### src/rtl/clk_enable_pkg.sv
// Shared types and defaults for the fractional clock-enable generator.
package clk_enable_pkg;

    localparam int DEF_ACC_W       = 16;
    localparam int DEF_LOCK_CYCLES = 256;

    // One channel rate setting: strobe rate is inc/mod of the clock.
    typedef struct packed {
        logic [DEF_ACC_W-1:0] inc;
        logic [DEF_ACC_W-1:0] mod;
    } cfg_t;

    // Lock qualifier states.
    typedef enum logic {
        LOCK_UNLOCKED = 1'b0,
        LOCK_RUN      = 1'b1
    } lock_state_t;

endpackage

### src/rtl/clk_enable_nco.sv
// One fractional-rate channel: phase accumulator, active and pending rate,
// wrap detection and registered enable strobe.
module clk_enable_nco
    import clk_enable_pkg::*;
#(
    parameter int ACC_W = DEF_ACC_W
) (
    input  logic             clk,
    input  logic             rst,
    input  logic             advance,
    input  logic             disabled,
    input  logic             sync,
    input  logic             load,
    input  logic [ACC_W-1:0] load_inc,
    input  logic [ACC_W-1:0] load_mod,
    output logic             en,
    output logic             pending
);

    logic [ACC_W-1:0] acc, acc_nxt, acc_base;
    logic [ACC_W-1:0] inc, inc_nxt, mod, mod_nxt;
    logic [ACC_W-1:0] pinc, pinc_nxt, pmod, pmod_nxt;
    logic             pend, pend_nxt;
    logic             en_q, en_nxt;
    logic [ACC_W:0]   sum;
    logic             wrap, sync_hit;

    // Keep the preserved phase inside the new modulus.
    function automatic logic [ACC_W-1:0] clamp_acc(input logic [ACC_W-1:0] a,
                                                   input logic [ACC_W-1:0] m);
        return (a >= m) ? (m - ACC_W'(1)) : a;
    endfunction

    // Accumulator step, wrap detection and config application.
    always_comb begin
        sum      = {1'b0, acc} + {1'b0, inc};
        wrap     = advance && (sum >= {1'b0, mod});
        sync_hit = advance && sync;
        if (!advance || sync_hit) begin
            acc_base = '0;
        end else if (wrap) begin
            acc_base = ACC_W'(sum - {1'b0, mod});
        end else begin
            acc_base = sum[ACC_W-1:0];
        end
        en_nxt   = wrap && !sync_hit;
        acc_nxt  = acc_base;
        inc_nxt  = inc;
        mod_nxt  = mod;
        pend_nxt = pend;
        pinc_nxt = pinc;
        pmod_nxt = pmod;
        if (load && (!advance || sync_hit || wrap)) begin
            // Idle channel or a phase boundary this cycle: no glitch possible.
            inc_nxt = load_inc;
            mod_nxt = load_mod;
            acc_nxt = clamp_acc(acc_base, load_mod);
        end else if (load) begin
            pend_nxt = 1'b1;
            pinc_nxt = load_inc;
            pmod_nxt = load_mod;
        end else if (pend && (sync_hit || wrap || disabled)) begin
            // A user-disabled channel would never wrap, so release its pending rate.
            inc_nxt  = pinc;
            mod_nxt  = pmod;
            acc_nxt  = clamp_acc(acc_base, pmod);
            pend_nxt = 1'b0;
        end
    end

    // Channel state registers.
    always_ff @(posedge clk) begin
        if (rst) begin
            acc  <= '0;
            inc  <= '0;
            mod  <= ACC_W'(1);
            pend <= 1'b0;
            pinc <= '0;
            pmod <= ACC_W'(1);
            en_q <= 1'b0;
        end else begin
            acc  <= acc_nxt;
            inc  <= inc_nxt;
            mod  <= mod_nxt;
            pend <= pend_nxt;
            pinc <= pinc_nxt;
            pmod <= pmod_nxt;
            en_q <= en_nxt;
        end
    end

    assign en      = en_q;
    assign pending = pend;

endmodule

### src/rtl/clk_enable_gen.sv
// Multi-channel fractional clock-enable generator with PLL lock qualification,
// runtime rate configuration and on-demand phase alignment.
module clk_enable_gen
    import clk_enable_pkg::*;
#(
    parameter int CHANNELS    = 4,
    parameter int ACC_W       = DEF_ACC_W,
    parameter int LOCK_CYCLES = DEF_LOCK_CYCLES,
    localparam int CH_W       = (CHANNELS > 1) ? $clog2(CHANNELS) : 1
) (
    input  logic                Clk,
    input  logic                Reset,
    input  logic                PllLocked,
    input  logic [CHANNELS-1:0] ChanEnable,
    input  logic                Sync,
    input  logic                CfgValid,
    output logic                CfgReady,
    input  logic [CH_W-1:0]     CfgChan,
    input  logic [ACC_W-1:0]    CfgInc,
    input  logic [ACC_W-1:0]    CfgMod,
    output logic                CfgErr,
    output logic [CHANNELS-1:0] ClkEn,
    output logic                Running,
    output logic [CHANNELS-1:0] CfgPending
);

    localparam int CNT_W = $clog2(LOCK_CYCLES + 1);
    localparam logic [CNT_W-1:0] LOCK_LAST = CNT_W'(LOCK_CYCLES - 1);
    localparam logic [CNT_W-1:0] LOCK_FULL = CNT_W'(LOCK_CYCLES);

    lock_state_t         state, state_nxt;
    logic [CNT_W-1:0]    lock_cnt, lock_cnt_nxt;
    logic                run_ok, chan_ok, cfg_ok, accept, err_q;
    logic [CHANNELS-1:0] en_raw, pend;

    // Lock FSM state and qualification counter.
    always_ff @(posedge Clk) begin
        if (Reset) begin
            state    <= LOCK_UNLOCKED;
            lock_cnt <= '0;
        end else begin
            state    <= state_nxt;
            lock_cnt <= lock_cnt_nxt;
        end
    end

    // Lock FSM next state: any low lock sample restarts qualification.
    always_comb begin
        state_nxt    = state;
        lock_cnt_nxt = lock_cnt;
        if (!PllLocked) begin
            state_nxt    = LOCK_UNLOCKED;
            lock_cnt_nxt = '0;
        end else begin
            case (state)
                LOCK_UNLOCKED: begin
                    if (lock_cnt == LOCK_LAST) begin
                        state_nxt    = LOCK_RUN;
                        lock_cnt_nxt = LOCK_FULL;
                    end else begin
                        lock_cnt_nxt = lock_cnt + CNT_W'(1);
                    end
                end
                default: state_nxt = LOCK_RUN;
            endcase
        end
    end

    assign Running = (state == LOCK_RUN);
    // A low lock sample already blocks this cycle's advance and clears phases.
    assign run_ok  = Running && PllLocked;

    assign chan_ok = ({{(32-CH_W){1'b0}}, CfgChan} < 32'(CHANNELS));
    assign cfg_ok  = chan_ok && (CfgMod != '0) && (CfgInc <= CfgMod);

    // A channel holding a pending rate refuses further configs.
    always_comb begin
        CfgReady = 1'b1;
        for (int i = 0; i < CHANNELS; i++) begin
            if (CfgChan == CH_W'(i)) begin
                CfgReady = !pend[i];
            end
        end
    end

    assign accept = CfgValid && CfgReady;

    // Rejection flag for the config accepted in the previous cycle.
    always_ff @(posedge Clk) begin
        if (Reset) begin
            err_q <= 1'b0;
        end else begin
            err_q <= accept && !cfg_ok;
        end
    end

    assign CfgErr = err_q;

    for (genvar g = 0; g < CHANNELS; g++) begin : g_chan
        clk_enable_nco #(.ACC_W(ACC_W)) u_nco (
            .clk      (Clk),
            .rst      (Reset),
            .advance  (run_ok && ChanEnable[g]),
            .disabled (!ChanEnable[g]),
            .sync     (Sync),
            .load     (accept && cfg_ok && (CfgChan == CH_W'(g))),
            .load_inc (CfgInc),
            .load_mod (CfgMod),
            .en       (en_raw[g]),
            .pending  (pend[g])
        );
    end

    // Strobes vanish in the very cycle the lock drops.
    assign ClkEn      = en_raw & {CHANNELS{PllLocked}};
    assign CfgPending = pend;

endmodule
### config.mk
export PLATFORM = sky130hd
export DESIGN_NAME = clk_enable_gen
export DESIGN_NICKNAME = d
export VERILOG_FILES = /design/src/rtl/clk_enable_pkg.sv /design/src/rtl/clk_enable_nco.sv /design/src/rtl/clk_enable_gen.sv
export SDC_FILE = /design/constraint.sdc
export NUM_CORES = 1
export LEC_CHECK = 0
export CORE_MARGIN = 8
export CORE_UTILIZATION = 35
export CTS_CLUSTER_DIAMETER = 40
export DETAILED_ROUTE_END_ITERATION = 10
export GPL_TIMING_DRIVEN = 0
export SYNTH_ARGS = -nofsm -noshare
export SYNTH_HDL_FRONTEND = slang
export SYNTH_SLANG_ARGS = --single-unit
### constraint.sdc
create_clock -name Clk -period 6.2 [get_ports Clk]
set_input_delay 1.24 -clock Clk [delete_from_list [all_inputs] [get_ports Clk]]
set_output_delay 1.24 -clock Clk [all_outputs]
set_load 0.005 [all_outputs]
==> results.cfg <==
[outcome]
status = complete, no violations

[power]
power.sequential.fraction_pct = 32.3
power.share.switching_pct = 30.5
power-per-cell-area_nw_per_um2 = 220
power.net_switching_mw = 2.12
intPower_mw = 4.84
comb_power_share_pct = 18.7
clock_share_of_power_pct = 49.0
irDropWorstVdd_uv = 233
p_leak_nw = 12.9

[logic_synthesis]
yosysWarningCount = 0
postSynthAreaPerCell_um2 = 8.06
post_synth_fa_ha_maj_area_fraction_pct = 14.4
cell_area_after_synthesis_um2 = 25300
synth_mux_area_share_pct = 6.27
synth.ff_latch_count = 339
combinational_family_with_the_most_area_after_synthesis = compound AO/OA/AOI/OAI gates
post_synth_num_cell_types = 96
post_synthesis_sequential_area_ratio_pct = 26.8
ys.flop_type = sky130_fd_sc_hd__dfxtp_1
simple_gate_fraction_of_synth_area_pct = 16.4
netlist_instances = 3138
postSynthNetCount = 3468
count_of_flip_flops_with_a_built_in_enable_after_synthesis = 0
ys_async_sr_fraction_pct = 0
synth_compound_area_share_pct = 24.5
synth-xor-area-share_pct = 5.47

[clocking]
cts_buffer_count = 59
cts_tree = done
cts.reportedPaths.clkPinSlew_ns = 0.05
ctsHoldBuffers = 0
cts_root_buffer = sky130_fd_sc_hd__clkbuf_16
cts.path.max_buffers = 3
cts_max_level = 2
clock_latency_ns = 0.63
clock_sinks = 339

[setup_path]
worstPathMaxFanout = 9
timing.critical_path.required_ns = 6.69
worstSetupStartpoint = PllLocked
endpoint_kind = flop
worstSetupPathType = primary input to flop
critical_path_arrival_ns = 6.66
reg2reg_to = g_chan[0].u_nco.acc[6]$_SDFF_PP0_
regToRegSetupSlack_ns = 0.06
critical_path.reg2reg.startpoint = g_chan[0].u_nco.inc[0]$_SDFFE_PP0P_
start_kind = primary input
reg2reg_depth = 31

[layout]
nNetsFinal = 3672
layout.area.seq_um2 = 6800
stdcell_area_um2 = 31700
multi_input_area_um2 = 18800
nFillCells = 6986
drive_gt1_share_pct = 16.5
utilization_pct = 44.4
syn2layout_area_growth_pct = 25.4

[placed_design]
placed_cell_area_um2 = 26900
gp_congestion = 0.952
io_buffers = 41
dp.final_hpwl_um = 75100

[floorplanning]
core_region_area_um2 = 71500
floorplan.rows = 98
boundaryPins = 54
floorplan.initialDensity_pct = 35.4
fp.dieW_um = 285
die_height_um = 285
floorplan.die_area_um2 = 81100

[drt]
drt_iter0_drc = 2827
route.detailed.vias_per_inst = 5.84
vias = 25354
drc_errors = 0
wl_um = 103000
route.detailed.wl_per_inst_um = 23.8
ant_nets = 0
detailedRoute.firstPassIterationCount = 6

[global_routing]
overflow = 0
maximum_number_of_pins_on_one_net_before_global_route_repair = 15
grt_usage_pct = 23.9
first_global_vias = 23247
grt_first_pass_wirelength_um = 149000
antenna_found_initial = 8

[sta]
finClkSkew_ns = 0.0193
worst_pin_slew_ns = 1.46
report.final.slew_viol_count = 0
maxSlewHeadroom_pct = 1.72
final_count_of_hold_timing_violations = 0
final.period_utilization_pct = 99.4
max_clock_freq_mhz = 162
totalNegativeSetupSlack_ns = 0
finalWorstPathRequiredPeriod_ns = 6.16
setup-violations-final = 0

[hold_path]
worst_hold_path.endpoint = g_chan[3].u_nco.pinc[8]$_SDFFE_PP0P_
min-delay-path-class = flop to flop
timing.hold.worst.start = g_chan[3].u_nco.pinc[8]$_SDFFE_PP0P_
worstHoldPathCells = 2

[run]
max_cap_viol_count = 0
[repair_timing]
action	in CTS	in global routing
gates resized for setup	187	200
endpoints found under the setup margin	64	64
pin swaps	60	109
buffers inserted	58	45
gates cloned	0	5
[layer usage]
| layer | global-route usage (%) | wire length (um) |
|---|---|---|
| met5 | 0 | 41 |
| met4 | 12.1 | 5910 |
| met3 | 4.44 | 10200 |
| met2 | 36.2 | 43700 |
| met1 | 32.2 | 43500 |
[logic make-up after synthesis]
family	Yosys count
muxes	157
AOI/OAI and AO/OA	917
xor gates and xnor gates	158
buffers and inverters	370
DFF	339
and+or+nand+nor	910
adders and majority gates	287
[state kept, by name, summed over array words and instances (netlist names)]
signal,count
g_chan.u_nco.acc,64
g_chan.u_nco.inc,64
g_chan.u_nco.mod,64
g_chan.u_nco.pinc,64
g_chan.u_nco.pmod,64
lock_cnt,9
g_chan.u_nco.en,4
g_chan.u_nco.pending,4
CfgErr,1
Running,1
[power groups by stage]
stage / registers [mW] / clock network (mW) / logic [mW]
after detailed placement: 2.29 / 0 / 1.05
after global routing: 2.25 / 3.51 / 1.39
after global placement: 2.29 / 0 / 1.04
after floorplan: 2.28 / 0 / 0.724
final: 2.25 / 3.41 / 1.30
after CTS: 2.25 / 3.42 / 1.16
[area by class of cell]
| class | count | share of cell area, % |
|---|---|---|
| tap | 950 | 3.75 |
| buffer | 166 | 2.71 |
| antenna | 3 | 0.0237 |
| clock inverter | 41 | 1.44 |
| timing repair buffer | 147 | 3.91 |
| inverter | 198 | 2.34 |
| clock buffer | 69 | 5.07 |
| sequential | 339 | 21.5 |
| multi-input combinational | 2431 | 59.3 |
[critical path: stages]
cell,delay [ns]
sky130_fd_sc_hd__clkdlybuf4s50_1,0.94
sky130_fd_sc_hd__and2_1,0.79
sky130_fd_sc_hd__nand2_1,0.51
sky130_fd_sc_hd__nor2_2,0.54
sky130_fd_sc_hd__nand2_1,0.15
sky130_fd_sc_hd__mux2i_2,0.44
sky130_fd_sc_hd__ha_1,0.22
sky130_fd_sc_hd__o211a_1,0.17
sky130_fd_sc_hd__nand3_1,0.07
sky130_fd_sc_hd__o21ai_0,0.23
sky130_fd_sc_hd__o2111ai_1,0.15
sky130_fd_sc_hd__a31oi_1,0.25
sky130_fd_sc_hd__o211ai_1,0.27
sky130_fd_sc_hd__buf_4,0.25
sky130_fd_sc_hd__buf_4,0.15
sky130_fd_sc_hd__o221a_1,0.26
[placed cells by master (no fill, tap or decap), types with 13 or more instances in the layout]
| cell | n |
|---|---|
| sky130_fd_sc_hd__a211oi_2 | 19 |
| sky130_fd_sc_hd__a21oi_1 | 261 |
| sky130_fd_sc_hd__xnor2_1 | 119 |
| sky130_fd_sc_hd__clkdlybuf4s50_1 | 41 |
| sky130_fd_sc_hd__o21ai_1 | 31 |
| sky130_fd_sc_hd__ha_4 | 29 |
| sky130_fd_sc_hd__o221ai_1 | 13 |
| sky130_fd_sc_hd__buf_6 | 16 |
| sky130_fd_sc_hd__a221oi_1 | 15 |
| sky130_fd_sc_hd__nor2b_1 | 20 |
| sky130_fd_sc_hd__o21ai_0 | 89 |
| sky130_fd_sc_hd__buf_4 | 112 |
| sky130_fd_sc_hd__dfxtp_1 | 328 |
| sky130_fd_sc_hd__inv_1 | 196 |
| sky130_fd_sc_hd__nand2b_1 | 29 |
| sky130_fd_sc_hd__a211oi_1 | 91 |
| sky130_fd_sc_hd__clkbuf_1 | 100 |
| sky130_fd_sc_hd__and3_1 | 23 |
| sky130_fd_sc_hd__a21oi_4 | 19 |
| sky130_fd_sc_hd__xnor2_2 | 13 |
| sky130_fd_sc_hd__a21o_1 | 61 |
| sky130_fd_sc_hd__o21a_1 | 51 |
| sky130_fd_sc_hd__nor4_1 | 17 |
| sky130_fd_sc_hd__nand3_1 | 48 |
| sky130_fd_sc_hd__xor2_1 | 23 |
| sky130_fd_sc_hd__clkbuf_16 | 62 |
| sky130_fd_sc_hd__nor2_1 | 305 |
| sky130_fd_sc_hd__ha_1 | 240 |
| sky130_fd_sc_hd__mux2i_1 | 150 |
| sky130_fd_sc_hd__nor3_1 | 66 |
| sky130_fd_sc_hd__a21oi_2 | 25 |
| sky130_fd_sc_hd__nand4_1 | 34 |
| sky130_fd_sc_hd__buf_2 | 32 |
| sky130_fd_sc_hd__and2_1 | 13 |
| sky130_fd_sc_hd__or3_1 | 17 |
| sky130_fd_sc_hd__a31oi_1 | 23 |
| sky130_fd_sc_hd__nand2_1 | 264 |
| sky130_fd_sc_hd__o211ai_1 | 16 |
[cells in the mapped netlist (all sizes together), types with 11 or more instances]
library cell | count | area share, %
a2111oi | 13 | 0.50
a211oi | 113 | 3.6
a21o | 61 | 1.8
a21oi | 305 | 6.1
a221oi | 27 | 0.94
a31oi | 27 | 0.67
and2 | 15 | 0.37
and3 | 23 | 0.57
buf | 68 | 1.6
clkbuf | 104 | 1.5
dfxtp | 339 | 27
ha | 279 | 14
inv | 198 | 2.9
mux2i | 155 | 6.1
nand2 | 273 | 4.1
nand2b | 30 | 0.74
nand3 | 50 | 1.0
nand4 | 34 | 0.84
nor2 | 319 | 4.8
nor2b | 24 | 0.59
nor3 | 68 | 1.4
nor4 | 22 | 0.57
o2111ai | 13 | 0.54
o211a | 11 | 0.44
o211ai | 18 | 0.61
o21a | 52 | 1.5
o21ai | 136 | 2.7
o21bai | 11 | 0.33
o221a | 12 | 0.53
o221ai | 13 | 0.45
o31ai | 14 | 0.51
or3 | 17 | 0.42
xnor2 | 132 | 4.6
xor2 | 26 | 0.90
[through the flow]
stage / setup WS (ns) / total power, mW / hold WS [ns] / instances
4_1_cts: 0.000985 / 6.83 / 0.451 / 4293
3_3_place_gp: -1.31 / 3.34 / 0.440 / 4129
5_1_grt: -0.0529 / 7.15 / 0.471 / 4341
6_report: 0.0384 / 6.96 / 0.451 / 4344
3_5_place_dp: -1.26 / 3.34 / 0.446 / 4129
2_1_floorplan: 0.163 / 3.01 / 0.431 / 3138
[worst max path at each step]
| stage | cells after the start | slack (ns) | to |
|---|---|---|---|
| 6_report | 16 | 0.04 | g_chan[1].u_nco.acc[6]$_SDFF_PP0_ |
| 5_1_grt | 30 | -0.05 | g_chan[0].u_nco.acc[4]$_SDFF_PP0_ |
| 4_1_cts | 29 | 0.001 | g_chan[2].u_nco.acc[13]$_SDFF_PP0_ |
| 3_5_place_dp | 27 | -1.26 | g_chan[3].u_nco.acc[10]$_SDFF_PP0_ |
| 3_3_place_gp | 27 | -1.31 | g_chan[3].u_nco.acc[10]$_SDFF_PP0_ |
| 2_1_floorplan | 25 | 0.16 | g_chan[3].u_nco.acc[5]$_SDFF_PP0_ |
Note: power is estimated with default switching activity, not from simulation.
